<file path="src/rtl/cpu_mem_pkg.sv">
// Shared types and constants for the CPU-side memory port arbiter.
// Holds the arbiter state encoding, grant owner encoding and default bus widths.
package cpu_mem_pkg;

    localparam int DEFAULT_ADDR_W = 16;
    localparam int DEFAULT_DATA_W = 16;
    localparam int WAIT_CNT_W     = 4;

    typedef enum logic [1:0] {
        IDLE  = 2'd0,
        ISSUE = 2'd1,
        WAIT  = 2'd2,
        DONE  = 2'd3
    } arbState_t;

    typedef enum logic {
        OWNER_FETCH = 1'b0,
        OWNER_DATA  = 1'b1
    } owner_t;

endpackage

</file>
<file path="src/rtl/mem_port_arbiter_if.sv">
// Pipeline-side requests, memory-side strobes and responses of the port arbiter.
// The arbiter uses the slave view; whoever drives requests and models memory uses master.
interface mem_port_arbiter_if import cpu_mem_pkg::*; #(
    parameter int ADDR_W = DEFAULT_ADDR_W,
    parameter int DATA_W = DEFAULT_DATA_W
);

    logic              fetch_req;
    logic [ADDR_W-1:0] fetch_addr;
    logic              fetch_flush;
    logic              data_req;
    logic              data_we;
    logic [ADDR_W-1:0] data_addr;
    logic [DATA_W-1:0] data_wdata;

    logic              mem_en;
    logic              mem_we;
    logic [ADDR_W-1:0] mem_addr;
    logic [DATA_W-1:0] mem_wdata;
    logic [DATA_W-1:0] mem_rdata;

    logic              fetch_valid;
    logic [DATA_W-1:0] fetch_rdata;
    logic              data_valid;
    logic [DATA_W-1:0] data_rdata;
    logic              stall_fetch;
    logic              stall_mem;

    modport slave (
        input  fetch_req, fetch_addr, fetch_flush,
        input  data_req, data_we, data_addr, data_wdata,
        input  mem_rdata,
        output mem_en, mem_we, mem_addr, mem_wdata,
        output fetch_valid, fetch_rdata, data_valid, data_rdata,
        output stall_fetch, stall_mem
    );

    modport master (
        output fetch_req, fetch_addr, fetch_flush,
        output data_req, data_we, data_addr, data_wdata,
        output mem_rdata,
        input  mem_en, mem_we, mem_addr, mem_wdata,
        input  fetch_valid, fetch_rdata, data_valid, data_rdata,
        input  stall_fetch, stall_mem
    );

endinterface

</file>
<file path="src/rtl/mem_wait_counter.sv">
// Down-counter that times the memory read latency between ISSUE and DONE.
// Loaded once per access, decremented while waiting, saturates at zero.
module mem_wait_counter import cpu_mem_pkg::*; (
    input  logic                  clk,
    input  logic                  reset,
    input  logic                  load,
    input  logic [WAIT_CNT_W-1:0] loadValue,
    input  logic                  dec,
    output logic                  zero
);

    logic [WAIT_CNT_W-1:0] count;

    // NOTE: state registers use non-blocking assignments so every flop samples pre-edge values.
    always_ff @(posedge clk) begin
        if (reset) begin
            count <= '0;
        end else if (load) begin
            count <= loadValue;
        end else if (dec && !zero) begin
            count <= count - WAIT_CNT_W'(1);
        end
    end

    assign zero = (count == '0);

endmodule

</file>
<file path="src/rtl/mem_port_arbiter.sv">
// Shares one single-port memory between instruction fetch and the MEM stage.
// One access at a time: IDLE -> ISSUE -> WAIT -> DONE, with a fairness bit against fetch starvation.
module mem_port_arbiter import cpu_mem_pkg::*; #(
    parameter int ADDR_W      = DEFAULT_ADDR_W,
    parameter int DATA_W      = DEFAULT_DATA_W,
    parameter int MEM_LATENCY = 2
) (
    input logic               clk,
    input logic               reset,
    mem_port_arbiter_if.slave bus
);

    arbState_t         state;
    owner_t            owner;
    logic              fetchFirst;
    logic              flushPending;
    logic              reqWe;
    logic              memEnQ;
    logic              memWeQ;
    logic [ADDR_W-1:0] memAddrQ;
    logic [DATA_W-1:0] memWdataQ;
    logic              fetchValidQ;
    logic              dataValidQ;
    logic [DATA_W-1:0] fetchRdataQ;
    logic [DATA_W-1:0] dataRdataQ;
    logic [DATA_W-1:0] fetchBuf;
    logic              waitZero;

    logic fetchEligible;
    logic grantData;
    logic grantFetch;
    logic flushHit;
    logic fetchDeliver;

    // A flush in the same IDLE cycle keeps the fetch out of arbitration entirely.
    assign fetchEligible = bus.fetch_req & ~bus.fetch_flush;
    assign grantData     = bus.data_req & (~fetchEligible | ~fetchFirst);
    assign grantFetch    = fetchEligible & ~grantData;
    assign flushHit      = bus.fetch_flush & (owner == OWNER_FETCH);

    mem_wait_counter u_waitCounter (
        .clk       (clk),
        .reset     (reset),
        .load      (state == ISSUE),
        .loadValue (WAIT_CNT_W'(MEM_LATENCY - 1)),
        .dec       (state == WAIT),
        .zero      (waitZero)
    );

    always_ff @(posedge clk) begin
        if (reset) begin
            state        <= IDLE;
            owner        <= OWNER_FETCH;
            fetchFirst   <= 1'b0;
            flushPending <= 1'b0;
            reqWe        <= 1'b0;
            memEnQ       <= 1'b0;
            memWeQ       <= 1'b0;
            memAddrQ     <= '0;
            memWdataQ    <= '0;
            fetchValidQ  <= 1'b0;
            dataValidQ   <= 1'b0;
            fetchRdataQ  <= '0;
            dataRdataQ   <= '0;
            fetchBuf     <= '0;
        end else begin
            memEnQ      <= 1'b0;
            memWeQ      <= 1'b0;
            fetchValidQ <= 1'b0;
            dataValidQ  <= 1'b0;

            case (state)
                IDLE: begin
                    if (grantData || grantFetch) begin
                        owner      <= grantData ? OWNER_DATA : OWNER_FETCH;
                        fetchFirst <= grantData & bus.fetch_req;
                        memAddrQ   <= grantData ? bus.data_addr : bus.fetch_addr;
                        if (grantData) begin
                            memWdataQ <= bus.data_wdata;
                        end
                        reqWe  <= grantData & bus.data_we;
                        memEnQ <= 1'b1;
                        memWeQ <= grantData & bus.data_we;
                        state  <= ISSUE;
                    end
                end

                ISSUE: begin
                    if (flushHit) begin
                        flushPending <= 1'b1;
                    end
                    state <= WAIT;
                end

                WAIT: begin
                    if (flushHit) begin
                        flushPending <= 1'b1;
                    end
                    if (waitZero) begin
                        if (owner == OWNER_DATA) begin
                            dataValidQ <= 1'b1;
                            if (!reqWe) begin
                                dataRdataQ <= bus.mem_rdata;
                            end
                        end else begin
                            fetchBuf    <= bus.mem_rdata;
                            fetchValidQ <= ~(flushPending | bus.fetch_flush);
                        end
                        state <= DONE;
                    end
                end

                DONE: begin
                    // The fetched word becomes architectural only if no flush arrived in DONE either.
                    if (fetchDeliver) begin
                        fetchRdataQ <= fetchBuf;
                    end
                    flushPending <= 1'b0;
                    state        <= IDLE;
                end

                default: state <= IDLE;
            endcase
        end
    end

    // A flush landing in DONE must still kill the pulse, so the fetch result is gated here.
    assign fetchDeliver = fetchValidQ & ~bus.fetch_flush;

    assign bus.mem_en      = memEnQ;
    assign bus.mem_we      = memWeQ;
    assign bus.mem_addr    = memAddrQ;
    assign bus.mem_wdata   = memWdataQ;
    assign bus.fetch_valid = fetchDeliver;
    assign bus.fetch_rdata = fetchDeliver ? fetchBuf : fetchRdataQ;
    assign bus.data_valid  = dataValidQ;
    assign bus.data_rdata  = dataRdataQ;
    assign bus.stall_fetch = bus.fetch_req & ~bus.fetch_valid & ~bus.fetch_flush;
    assign bus.stall_mem   = bus.data_req & ~bus.data_valid;

endmodule

</file>
<file path="src/flat_wrapper.sv">
// flat-port wrapper written by rule: the top's interface ports become plain ports
module mem_port_arbiter_flat import cpu_mem_pkg::*;
#(
    parameter int ADDR_W      = DEFAULT_ADDR_W,
    parameter int DATA_W      = DEFAULT_DATA_W,
    parameter int MEM_LATENCY = 2
)
  (clk, reset, bus_fetch_req, bus_fetch_addr, bus_fetch_flush, bus_data_req, bus_data_we, bus_data_addr, bus_data_wdata, bus_mem_rdata, bus_mem_en, bus_mem_we, bus_mem_addr, bus_mem_wdata, bus_fetch_valid, bus_fetch_rdata, bus_data_valid, bus_data_rdata, bus_stall_fetch, bus_stall_mem);
  mem_port_arbiter_if #(.ADDR_W(ADDR_W), .DATA_W(DATA_W)) bus_i ();
  input logic clk;
  input logic reset;
  input wire logic [$bits(bus_i.fetch_req)-1:0] bus_fetch_req;
  input wire logic [$bits(bus_i.fetch_addr)-1:0] bus_fetch_addr;
  input wire logic [$bits(bus_i.fetch_flush)-1:0] bus_fetch_flush;
  input wire logic [$bits(bus_i.data_req)-1:0] bus_data_req;
  input wire logic [$bits(bus_i.data_we)-1:0] bus_data_we;
  input wire logic [$bits(bus_i.data_addr)-1:0] bus_data_addr;
  input wire logic [$bits(bus_i.data_wdata)-1:0] bus_data_wdata;
  input wire logic [$bits(bus_i.mem_rdata)-1:0] bus_mem_rdata;
  output wire logic [$bits(bus_i.mem_en)-1:0] bus_mem_en;
  output wire logic [$bits(bus_i.mem_we)-1:0] bus_mem_we;
  output wire logic [$bits(bus_i.mem_addr)-1:0] bus_mem_addr;
  output wire logic [$bits(bus_i.mem_wdata)-1:0] bus_mem_wdata;
  output wire logic [$bits(bus_i.fetch_valid)-1:0] bus_fetch_valid;
  output wire logic [$bits(bus_i.fetch_rdata)-1:0] bus_fetch_rdata;
  output wire logic [$bits(bus_i.data_valid)-1:0] bus_data_valid;
  output wire logic [$bits(bus_i.data_rdata)-1:0] bus_data_rdata;
  output wire logic [$bits(bus_i.stall_fetch)-1:0] bus_stall_fetch;
  output wire logic [$bits(bus_i.stall_mem)-1:0] bus_stall_mem;
  assign bus_i.fetch_req = bus_fetch_req;
  assign bus_i.fetch_addr = bus_fetch_addr;
  assign bus_i.fetch_flush = bus_fetch_flush;
  assign bus_i.data_req = bus_data_req;
  assign bus_i.data_we = bus_data_we;
  assign bus_i.data_addr = bus_data_addr;
  assign bus_i.data_wdata = bus_data_wdata;
  assign bus_i.mem_rdata = bus_mem_rdata;
  assign bus_mem_en = bus_i.mem_en;
  assign bus_mem_we = bus_i.mem_we;
  assign bus_mem_addr = bus_i.mem_addr;
  assign bus_mem_wdata = bus_i.mem_wdata;
  assign bus_fetch_valid = bus_i.fetch_valid;
  assign bus_fetch_rdata = bus_i.fetch_rdata;
  assign bus_data_valid = bus_i.data_valid;
  assign bus_data_rdata = bus_i.data_rdata;
  assign bus_stall_fetch = bus_i.stall_fetch;
  assign bus_stall_mem = bus_i.stall_mem;
  mem_port_arbiter #(.ADDR_W(ADDR_W), .DATA_W(DATA_W), .MEM_LATENCY(MEM_LATENCY)) u_core (.clk(clk), .reset(reset), .bus(bus_i));
endmodule
</file>
<file path="config.mk">
export PLATFORM = sky130hd
export DESIGN_NAME = mem_port_arbiter_flat
export DESIGN_NICKNAME = d
export VERILOG_FILES = /design/src/rtl/cpu_mem_pkg.sv /design/src/rtl/mem_port_arbiter_if.sv /design/src/rtl/mem_wait_counter.sv /design/src/rtl/mem_port_arbiter.sv /design/src/flat_wrapper.sv
export SDC_FILE = /design/constraint.sdc
export NUM_CORES = 1
export LEC_CHECK = 0
export CORE_MARGIN = 3
export CORE_UTILIZATION = 45
export DETAILED_ROUTE_END_ITERATION = 10
export GPL_TIMING_DRIVEN = 0
export PLACE_DENSITY = 0.87
export SLEW_MARGIN = 20
export SYNTH_ARGS = -nofsm -noshare
export SYNTH_HDL_FRONTEND = slang
export SYNTH_SLANG_ARGS = --single-unit
export TNS_END_PERCENT = 50
</file>
<file path="constraint.sdc">
create_clock -name clk -period 2.65 [get_ports clk]
set_clock_uncertainty 0.1 [all_clocks]
set_input_delay 0.53 -clock clk [delete_from_list [all_inputs] [get_ports clk]]
set_output_delay 0.53 -clock clk [all_outputs]
set_load 0.01 [all_outputs]
</file>
==> impl_metrics.json <==
{
  "period_needed_ns": 2.55,
  "drt-wirelength-per-cell_um": 15.8,
  "cpLargestDelayFamily": "buffers and inverters",
  "slowest_delay_ns": 0.63,
  "clock.fmax_mhz": 392,
  "via_count": 3750,
  "synth_commonest_cells": "nand2_1 (145), dfxtp_1 (94), a21oi_1 (80)",
  "drt_wl_total_um": 11400,
  "yosysTopAreaCell": "dfxtp_1",
  "grt_usage": 0.231,
  "n_antenna_cell": 0,
  "worstSetupStartpointType": "primary input",
  "drv_slew": 0,
  "fin_util": 0.682,
  "ys_async_sr_fraction": 0,
  "fp.dieArea_sq_um": 9860,
  "min_from": "u_core.bus.mem_wdata[0]$_SDFFE_PP0P_",
  "drc": 0,
  "worstPathArrival_ns": 1.92,
  "die_h_um": 99.3,
  "cts_max_level": 3,
  "rows": 33,
  "critical_path_required_ns": 2.02,
  "start_util": 0.470,
  "syn_to_final_growth_pct": 45.2,
  "antenna_found_initial": 0,
  "p_per_area_nw_per_um2": 751,
  "synth_most_common_cell": "nand2_1",
  "post-route-period-util": 0.963,
  "grt_pass1_wl_um": 18200,
  "crit_path_top_delay_cell": "clkdlybuf4s50_1",
  "rr_startpoint": "u_core.state[0]$_SDFFE_PP0P_",
  "insertion_delay_ns": 0.35,
  "path_max_fanout": 4,
  "core_area_sq_um": 8340,
  "final_cells": 721,
  "cts_tree": "yes",
  "place_area_sq_um": 5430,
  "antenna_left": 0,
  "hold_end": "u_core.bus.mem_wdata[0]$_SDFFE_PP0P_",
  "dr.pass1.iters": 4,
  "synth_top_area_frac": 0.480,
  "worst_r2r_path_depth": 7,
  "syn_area_sq_um": 3920,
  "port_buffers": 138,
  "path_class": "primary input to output pin",
  "drt_iter0_drc": 224,
  "hold_buffers": 0,
  "fin_ws_ns": 0.0987,
  "chipWidth_um": 99.3,
  "hpwl_um": 8560,
  "rsz0062_at_grt": "false",
  "syn_avg_cell_area_sq_um": 8.50,
  "synth-edff-count": 0,
  "clkTransAtPathRegs_ns": 0.09,
  "slew_headroom": 0.605,
  "grt_overflow": 0,
  "reg2reg_slack_ns": 0.74,
  "fin_area_sq_um": 5690,
  "cts_buffer_depth": 2,
  "worstPathBufferInverterCount": 2,
  "critPathCaptureType": "output pin",
  "cp_cell_sequence": "clkdlybuf4s50_1 -> nand2b_4 -> nor2_1 -> clkdlybuf4s50_1",
  "p_leak_uw": 0.00223,
  "drive_gt1_frac": 0.127,
  "cts_sinks": 94,
  "ys_types": 47,
  "reg2reg_to": "u_core.fetchValidQ$_SDFF_PP0_",
  "cts-buffers-inserted": 9,
  "ys_top_cells_by_area": "dfxtp_1 (48%), nand2_1 (14%), a21oi_1 (10%), mux2_2 (4.6%), a21oi_2 (2.2%)",
  "ys_seq_area_frac": 0.480,
  "pin_count": 140,
  "synth_nets": 537,
  "final-hold-violation-count": 0,
  "cap_violations": 0,
  "yosys_most_used_dff": "dfxtp_1",
  "place_inst": 704,
  "fin_nets": 687,
  "peakVddDrop_mv": 0.468,
  "gp_congestion": 0.804,
  "ys_warn_count": 0,
  "cpMostUsedCell": "clkdlybuf4s50_1",
  "hold_path_depth": 2,
  "via_per_inst": 5.20,
  "ctsRootBufferMaster": "clkbuf_8",
  "min_path_type": "flop to flop",
  "grt_pass1_vias": 3810,
  "setup_viol": 0,
  "synth_cells": 461,
  "ys_ff_latch": 94,
  "grt_max_degree": 17,
  "dp_slack_ns": -0.572,
  "worstMarginPinSlew_ns": 0.593,
  "status": "finished, final reports clean"
}
## per-layer routing
metal  GRT usage  wire length, um  vias to the layer above
met5           0                0                        -
met4      0.0777              233                        0
met3      0.0428              513                       19
met2       0.404             5860                      108
met1       0.286             4760                     1786
li1            -                -                     1837
## stage by stage
step | hold WS (ns) | total power [uW] | TNS, ns
2_1_floorplan | 0.322 | 2580 | 0
3_3_place_gp | 0.332 | 3120 | -6.73
3_5_place_dp | 0.347 | 3190 | -7.36
4_1_cts | 0.359 | 4280 | 0
5_1_grt | 0.375 | 4500 | 0
6_report | 0.357 | 4270 | 0
## report_power, final
group | internal (uW) | leakage [uW] | total, uW | switching, uW
clock | 565 | 0.000117 | 1090 | 523
sequential | 1630 | 0.000765 | 1770 | 143
combinational | 688 | 0.00135 | 1410 | 721
total | 2880 | 0.00223 | 4270 | 1390
## layout by cell type, fill, tap and decap left out, types with 2 or more instances in the layout
cell,n
nor3_1,4
buf_6,8
and3_1,2
clkdlybuf4s50_1,120
inv_1,6
dlymetal6s2s_1,5
mux2_2,16
buf_4,6
nand2b_1,2
inv_6,2
buf_2,5
clkbuf_8,10
a21oi_1,80
nand3_1,4
nor2_1,16
nand2_1,145
a21oi_2,10
dfxtp_1,94
a211oi_1,6
bufinv_16,2
ha_1,6
clkbuf_1,10
o21ai_0,11
dlygate4sd2_1,12
xor2_1,2
## flip-flops by register name, summed over array words and instances (netlist names)
register / cells
u_core.bus.data_rdata: 16
u_core.bus.data_valid: 1
u_core.bus.mem_addr: 16
u_core.bus.mem_en: 1
u_core.bus.mem_wdata: 16
u_core.bus.mem_we: 1
u_core.fetchBuf: 16
u_core.fetchFirst: 1
u_core.fetchRdataQ: 16
u_core.fetchValidQ: 1
u_core.flushPending: 1
u_core.owner: 1
u_core.reqWe: 1
u_core.state: 2
u_core.u_waitCounter.count: 4
## worst min-delay path, delay by kind of cell (launching register included)
family	cells	cell delay, ns
flops	1	0.32
simple gates	1	0.05
compound gates	1	0.05
## how the worst max path moves through the flow
stage | cells after the start | start | slack [ns] | end
after global routing | 4 | bus_fetch_req | 0.03 | bus_stall_fetch
final | 4 | bus_fetch_req | 0.1 | bus_stall_fetch
after floorplan | 4 | bus_fetch_flush | 0.62 | bus_fetch_rdata[0]
after CTS | 6 | bus_fetch_flush | 0.009 | bus_fetch_rdata[13]
after global placement | 6 | bus_fetch_flush | -0.54 | bus_fetch_rdata[7]
after detailed placement | 6 | bus_fetch_flush | -0.57 | bus_fetch_rdata[7]
## kinds of logic (layout without fill, tap and decap cells)
group,count (synthesis),count (layout),share of synthesized area
DFF,94,94,0.480
muxes,17,17,0.0485
xor gates and xnor gates,3,3,0.00671
AOI/OAI and AO/OA,118,118,0.181
buffers and inverters,36,191,0.0556
adders and majority gates,6,6,0.0192
and+or+nand+nor,187,187,0.209
## what timing repair did
action                     CTS  global route
setup buffers                1             0
gates resized for setup     17             6
pin swaps                    0             0
hold endpoints to repair     0             0
setup endpoints to repair   17             5
## layout make-up
cell class	instances	area (sq um)
fillers	637	2650
well taps	105	131
clock inverters	6	91.3
clock buffers	10	138
multi-input cells	331	1820
repair buffers	139	1400
inverters	7	26.3
flip-flops and latches	94	1880
plain buffers	29	198
Note: power is estimated with default switching activity, not from simulation.
==> variant 1: new RTL, config.mk and constraints unchanged <==
The package constant `DEFAULT_DATA_W` goes from 16 to 32.
--- a/src/rtl/cpu_mem_pkg.sv
+++ b/src/rtl/cpu_mem_pkg.sv
@@ -5,3 +5,3 @@
     localparam int DEFAULT_ADDR_W = 16;
-    localparam int DEFAULT_DATA_W = 16;
+    localparam int DEFAULT_DATA_W = 32;
     localparam int WAIT_CNT_W     = 4;
Interface: changed (5 resized); port bits go from 140 to 220. The function was not compared with the original's and may differ.
==> variant 1 against the unedited design <==
- wire length rose by 66%
- setup slack got worse by 0.020 ns
- sequential cell count rose by 64
- synthesized cell count rose by 79%
- area after synthesis rose by 60%
- non-clock buffer count rose by 108
- design area rose by 64%
- power rose by 67%
- largest cell class unchanged
- largest power group unchanged
==> variant 1: results (changes against the unedited design) <==
- WHS Endpoint: u_core.bus.mem_wdata[9]
- Hold Path Class: register to register
- Max clock buf depth: 2 (unchanged)
- Synth cell types: 45 (-4.3%)
- First-pass GRT wire length: 29300 µm (+61%)
- Vias per std cell: 5.06 (-2.7%)
- CTS buffer count: 17 (+8)
- Status: completed
- Clock root buffer: clkbuf_16
- Vias in the first global route: 5990 (+57%)
- Post-synthesis sequential area ratio: 50.4% (+2.3 points)
- WHS Path Cells: 2 (unchanged)
- Worst vdd ir: 0.000663 V (+42%)
- Crit path from: bus_fetch_req
- Layout Nets: 1172 (+71%)
- GPL Wtd Cong: 0.844 (+4.9%)
- Hold_ws: 0.353 ns (-0.00416 ns)
- Initial antenna violation count: 0 (unchanged)
- Pre-CTS WS: -0.752 ns (-0.180 ns)
- Drt initial violations: 448 (+100%)
- TritonRoute pass-1 iters: 6 (+2)
- Area post-placement: 8690 µm² (+60%)
- Max Fanout on Critical Path: 4 (unchanged)
- Leakage: 3.68 nW (+65%)
- Fraction of layout cells with a size suffix above 1: 8.36% (-4.3 points)
- Post-synth net total: 934 (+74%)
- Register-to-Register Path Depth: 7 (unchanged)
- WL final: 18900 µm (+66%)
- Setup slack, reg-to-reg: 0.59 ns (-0.15 ns)
- H-tree levels: 4 (+1)
- Worst skew pair latency: 0.42 ns (+0.07 ns)
- Tot GR Track Use: 24.6% (+1.5 points)
- Worst EP arrival: 1.94 ns (+0.02 ns)
- Slew headroom: 58.0% (-2.4 points)
- Share of flip-flops with an asynchronous set or reset: 0% (unchanged)
- Net switching power: 2.14 mW (+54%)
- Largest net degree at the start of global routing: 17 (unchanged)
- R2r startpoint: u_core.state[0]
- Most used DFF post-synth: dfxtp_1
- Ranking of synthesized cells by area: dfxtp_1 (50%), nand2_1 (22%), a21oi_1 (12%)
- Worst reg2reg endpoint: u_core.bus.data_rdata[16]
- Hpwl dp: 13700 µm (+60%)
- Filler cells: 1142 (+79%)
- I/O Buffers: 219 (+59%)
- Clock transition at path regs: 0.06 ns (-0.03 ns)
- Hold path start: u_core.bus.mem_wdata[9]
- Antenna diodes: 0 (unchanged)
- Post-CTS Setup Inserts: 0 (-1)
- Most instantiated cells after synthesis: nand2_1 (369), dfxtp_1 (158), a21oi_1 (153)
- Synth Warn #: 0 (unchanged)
## variant 1: cell types whose count changed after synthesis, sizes merged, moves of 9 or more
cell,delta
nand2,+224
a21oi,+71
dfxtp,+64
clkbuf,+19
mux2,-16
buf,+9
## variant 1: kinds of logic (layout without fill, tap and decap cells)
logic type	Yosys count	in the layout	synth area share (%)
mux	1	1	0.159
xor+xnor	3	3	0.418
flops	158	158	50.4
fa+ha+maj	6	6	1.20
buf+inv	65	316	5.88
compound gates	189	189	16.4
simple gates	404	404	25.6
## variant 1: layout make-up
| type | count | area [µm²] | share of cell area (%) |
|---|---|---|---|
| plain buffers | 57 | 387 | 4.15 |
| clock buffers | 23 | 498 | 5.35 |
| clock inverters | 9 | 83.8 | 0.900 |
| inverters | 8 | 35.0 | 0.376 |
| multi-input cells | 603 | 2750 | 29.5 |
| flip-flops and latches | 158 | 3160 | 34.0 |
| well taps | 176 | 220 | 2.36 |
| repair buffers | 219 | 2180 | 23.4 |
## variant 1: worst max path at each step
stage | to | slack [ns] | depth (start not counted)
2_1_floorplan | bus_fetch_rdata[22] | 0.63 | 6
3_3_place_gp | bus_fetch_rdata[18] | -0.73 | 8
3_5_place_dp | bus_fetch_rdata[18] | -0.75 | 8
4_1_cts | bus_fetch_rdata[19] | -0.005 | 7
5_1_grt | bus_fetch_rdata[19] | 0.02 | 7
6_report | bus_stall_fetch | 0.08 | 4
## variant 1: power groups by stage
stage          combinational, mW  clock (mW)  sequential [mW]
2_1_floorplan              0.950           0             2.98
3_3_place_gp                1.83           0             2.91
3_5_place_dp                1.86           0             2.93
4_1_cts                     1.88        2.40             2.88
5_1_grt                     2.06        2.49             2.93
6_report                    1.88        2.38             2.89
## variant 1: metal layers
metal,share of wire [%],track usage (%),up-vias
li1,-,-,3150
met1,39,28.3,2912
met2,49,41.8,245
met3,9.2,9.26,32
met4,2.2,8.69,0
met5,0,0,-
## variant 1: through the flow
stage | TNS, ns | utilization, % | cells
global route | 0 | 69.2 | 1253
CTS | -0.00475 | 69.1 | 1253
floorplan | 0 | - | 826
detailed placement | -20.62 | 64.6 | 1221
global placement | -19.95 | 64.6 | 1221
finish | 0 | 69.2 | 1253
## variant 1: what timing repair did
item | 4_1_cts | 5_1_grt
setup endpoints to repair | 35 | 7
resized for setup | 44 | 11
hold buffers | 0 | 0
## variant 1: critical path, cell delays in order
cell,delay [ns]
clkdlybuf4s50_1,0.53
nand2b_1,0.17
nor2_1,0.16
clkdlybuf4s50_1,0.55
==> variant 2: new RTL, same flow settings <==
Made on the original files. Reset style: asynchronous (`reset`), changed in 2 clocked blocks.
--- a/src/rtl/mem_wait_counter.sv
+++ b/src/rtl/mem_wait_counter.sv
@@ -14,3 +14,3 @@
     // NOTE: state registers use non-blocking assignments so every flop samples pre-edge values.
-    always_ff @(posedge clk) begin
+    always_ff @(posedge clk or posedge reset) begin
         if (reset) begin
--- a/src/rtl/mem_port_arbiter.sv
+++ b/src/rtl/mem_port_arbiter.sv
@@ -49,3 +49,3 @@
 
-    always_ff @(posedge clk) begin
+    always_ff @(posedge clk or posedge reset) begin
         if (reset) begin
Behaviour: differs if reset is asserted again (counterexample within 4 cycles, from zero or initial values and one cycle with reset high); with reset held inactive, the same outputs for 4 cycles.
==> variant 2 against the unedited design <==
- utilization decreased by 1.5 points
- design area up 8.8%
- sequential cell count stayed put
- wire length fell by 3.0%
- power is 40% higher
- setup slack lost 0.061 ns
- count of clock-buffer cells in the layout decreased by 1
- area after synthesis increased by 9.8%
- critical endpoint is now bus_fetch_rdata[3]
==> variant 2: results (changes against the unedited design) <==
- Status: completed
- Area post-placement: 5920 µm² (+9.1%)
- Tot GR Track Use: 20.6% (-2.5 points)
- Antenna diodes: 0 (unchanged)
- Cells after Synth: 349 (-24%)
- Leakage: 3.03 nW (+35%)
- Placed Instances: 619 (-12%)
- Pre-CTS WS: -0.753 ns (-0.181 ns)
- Fraction of layout cells with a size suffix above 1: 24.4% (+12 points)
- Worst EP arrival: 1.98 ns (+0.06 ns)
- DR vias: 3354 (-11%)
- TritonRoute pass-1 iters: 5 (+1)
- Drt initial violations: 144 (-36%)
- Most used DFF post-synth: dfrtp_1
- Ranking of synthesized cells by area: dfrtp_1 (55%), mux2_2 (13%), nand2_1 (5.6%)
- Slew @ Worst Pin: 0.521 ns (-0.0725 ns)
- Adder-Cell Fraction of Synth Area: 1.45% (-0.46 points)
- Max Fanout on Critical Path: 8 (+4)
- Per-cell routed wire length: 17.3 µm (+9.8%)
- Vias in the first global route: 3644 (-4.4%)
- Routed met1 length: 4490 µm (-5.6%)
- Clock root buffer: clkbuf_8
- Mux contribution to synthesized area: 18.5% (+14 points)
- GPL Wtd Cong: 0.815 (+1.3%)
- DR WL met2: 5690 µm (-2.9%)
- Most instantiated cells after synthesis: dfrtp_1 (94), nand2_1 (64), mux2_2 (51)
- Share of flip-flops with an asynchronous set or reset: 100% (+100 points)
- CTS buffer count: 9 (unchanged)
- Initial antenna violation count: 0 (unchanged)
- Final std cells w/o fill: 637 (-12%)
- Filler cells: 682 (+7.1%)
- Worst skew pair latency: 0.36 ns
- Compound-Gate Fraction of Synth Area: 12.0% (-6.1 points)
- Synth cell types: 46 (-2.1%)
- M2 GR Usage: 36.5% (-3.9 points)
- Hpwl dp: 7970 µm (-6.9%)
- Metal3 WL: 614 µm (+20%)
- Synthesized-area fraction occupied by xor and xnor cells: 0.204% (-0.47 points)
- Largest net degree at the start of global routing: 33 (+16)
- Post-synthesis sequential area ratio: 54.7% (+6.6 points)
- First-pass GRT wire length: 18300 µm (about the same)
- Grt met1 use: 24.8% (-3.7 points)
- CP peak stage delay: 0.53 ns (-0.10 ns)
- Worst vdd ir: 0.000473 V (+1.1%)
- Post-synth net total: 424 (-21%)
- I/O Buffers: 138 (unchanged)
- Layout Nets: 578 (-16%)
- H-tree levels: 3 (unchanged)
- Met3 GRT Util: 4.49% (+0.21 points)
## variant 2: cell type report
class                      instances  area, µm²  share of cell area, %
sequential                        94       2350                   38.0
multi-input combinational        220       1760                   28.5
timing repair buffer             143       1500                   24.3
buffer                            25        163                   2.63
tap                              129        161                   2.61
clock buffer                       9        124                   2.00
clock inverter                     7       77.6                   1.25
inverter                          10       43.8                  0.707
## variant 2: where the power goes
| part | total (mW) | internal [mW] | leakage (nW) | switching [mW] |
|---|---|---|---|---|
| Clock | 0.968 | 0.378 | 0.100 | 0.590 |
| Combinational | 2.60 | 1.61 | 1.79 | 0.987 |
| Sequential | 2.43 | 2.03 | 1.14 | 0.394 |
| Total | 5.99 | 4.02 | 3.03 | 1.97 |
## variant 2: path summary, 6_finish.rpt
check | depth (start not counted) | endpoint | slack, ns | from
max in group asynchronous | 5 | u_core.bus.mem_en | 1.07 | reset
setup reg to reg | 8 | u_core.bus.data_rdata[4] | 0.54 | u_core.state[0]
setup / recovery | 8 | bus_fetch_rdata[3] | 0.04 | bus_fetch_flush
hold reg to reg | 1 | u_core.fetchValidQ | 0.37 | u_core.flushPending
min in group asynchronous | 2 | u_core.bus.data_rdata[14] | 0.48 | reset
hold / removal | 1 | u_core.fetchValidQ | 0.37 | u_core.flushPending
## variant 2: repair_timing
item                       4_1_cts  5_1_grt
pin swaps                        0        0
setup buffers                    2        0
hold buffers                     0        0
gates resized for setup         11       15
setup endpoints to repair       18       14
## variant 2: cells by family (layout without fill, tap and decap cells)
family                   count (synthesis)  in the layout
XOR/XNOR                                 1              1
multiplexers                            66             66
flip-flops                              94             94
AND/OR/NAND/NOR                         86             86
adder cells (fa/ha/maj)                  5              5
AO/OA/AOI/OAI                           62             62
buffers and inverters                   35            194
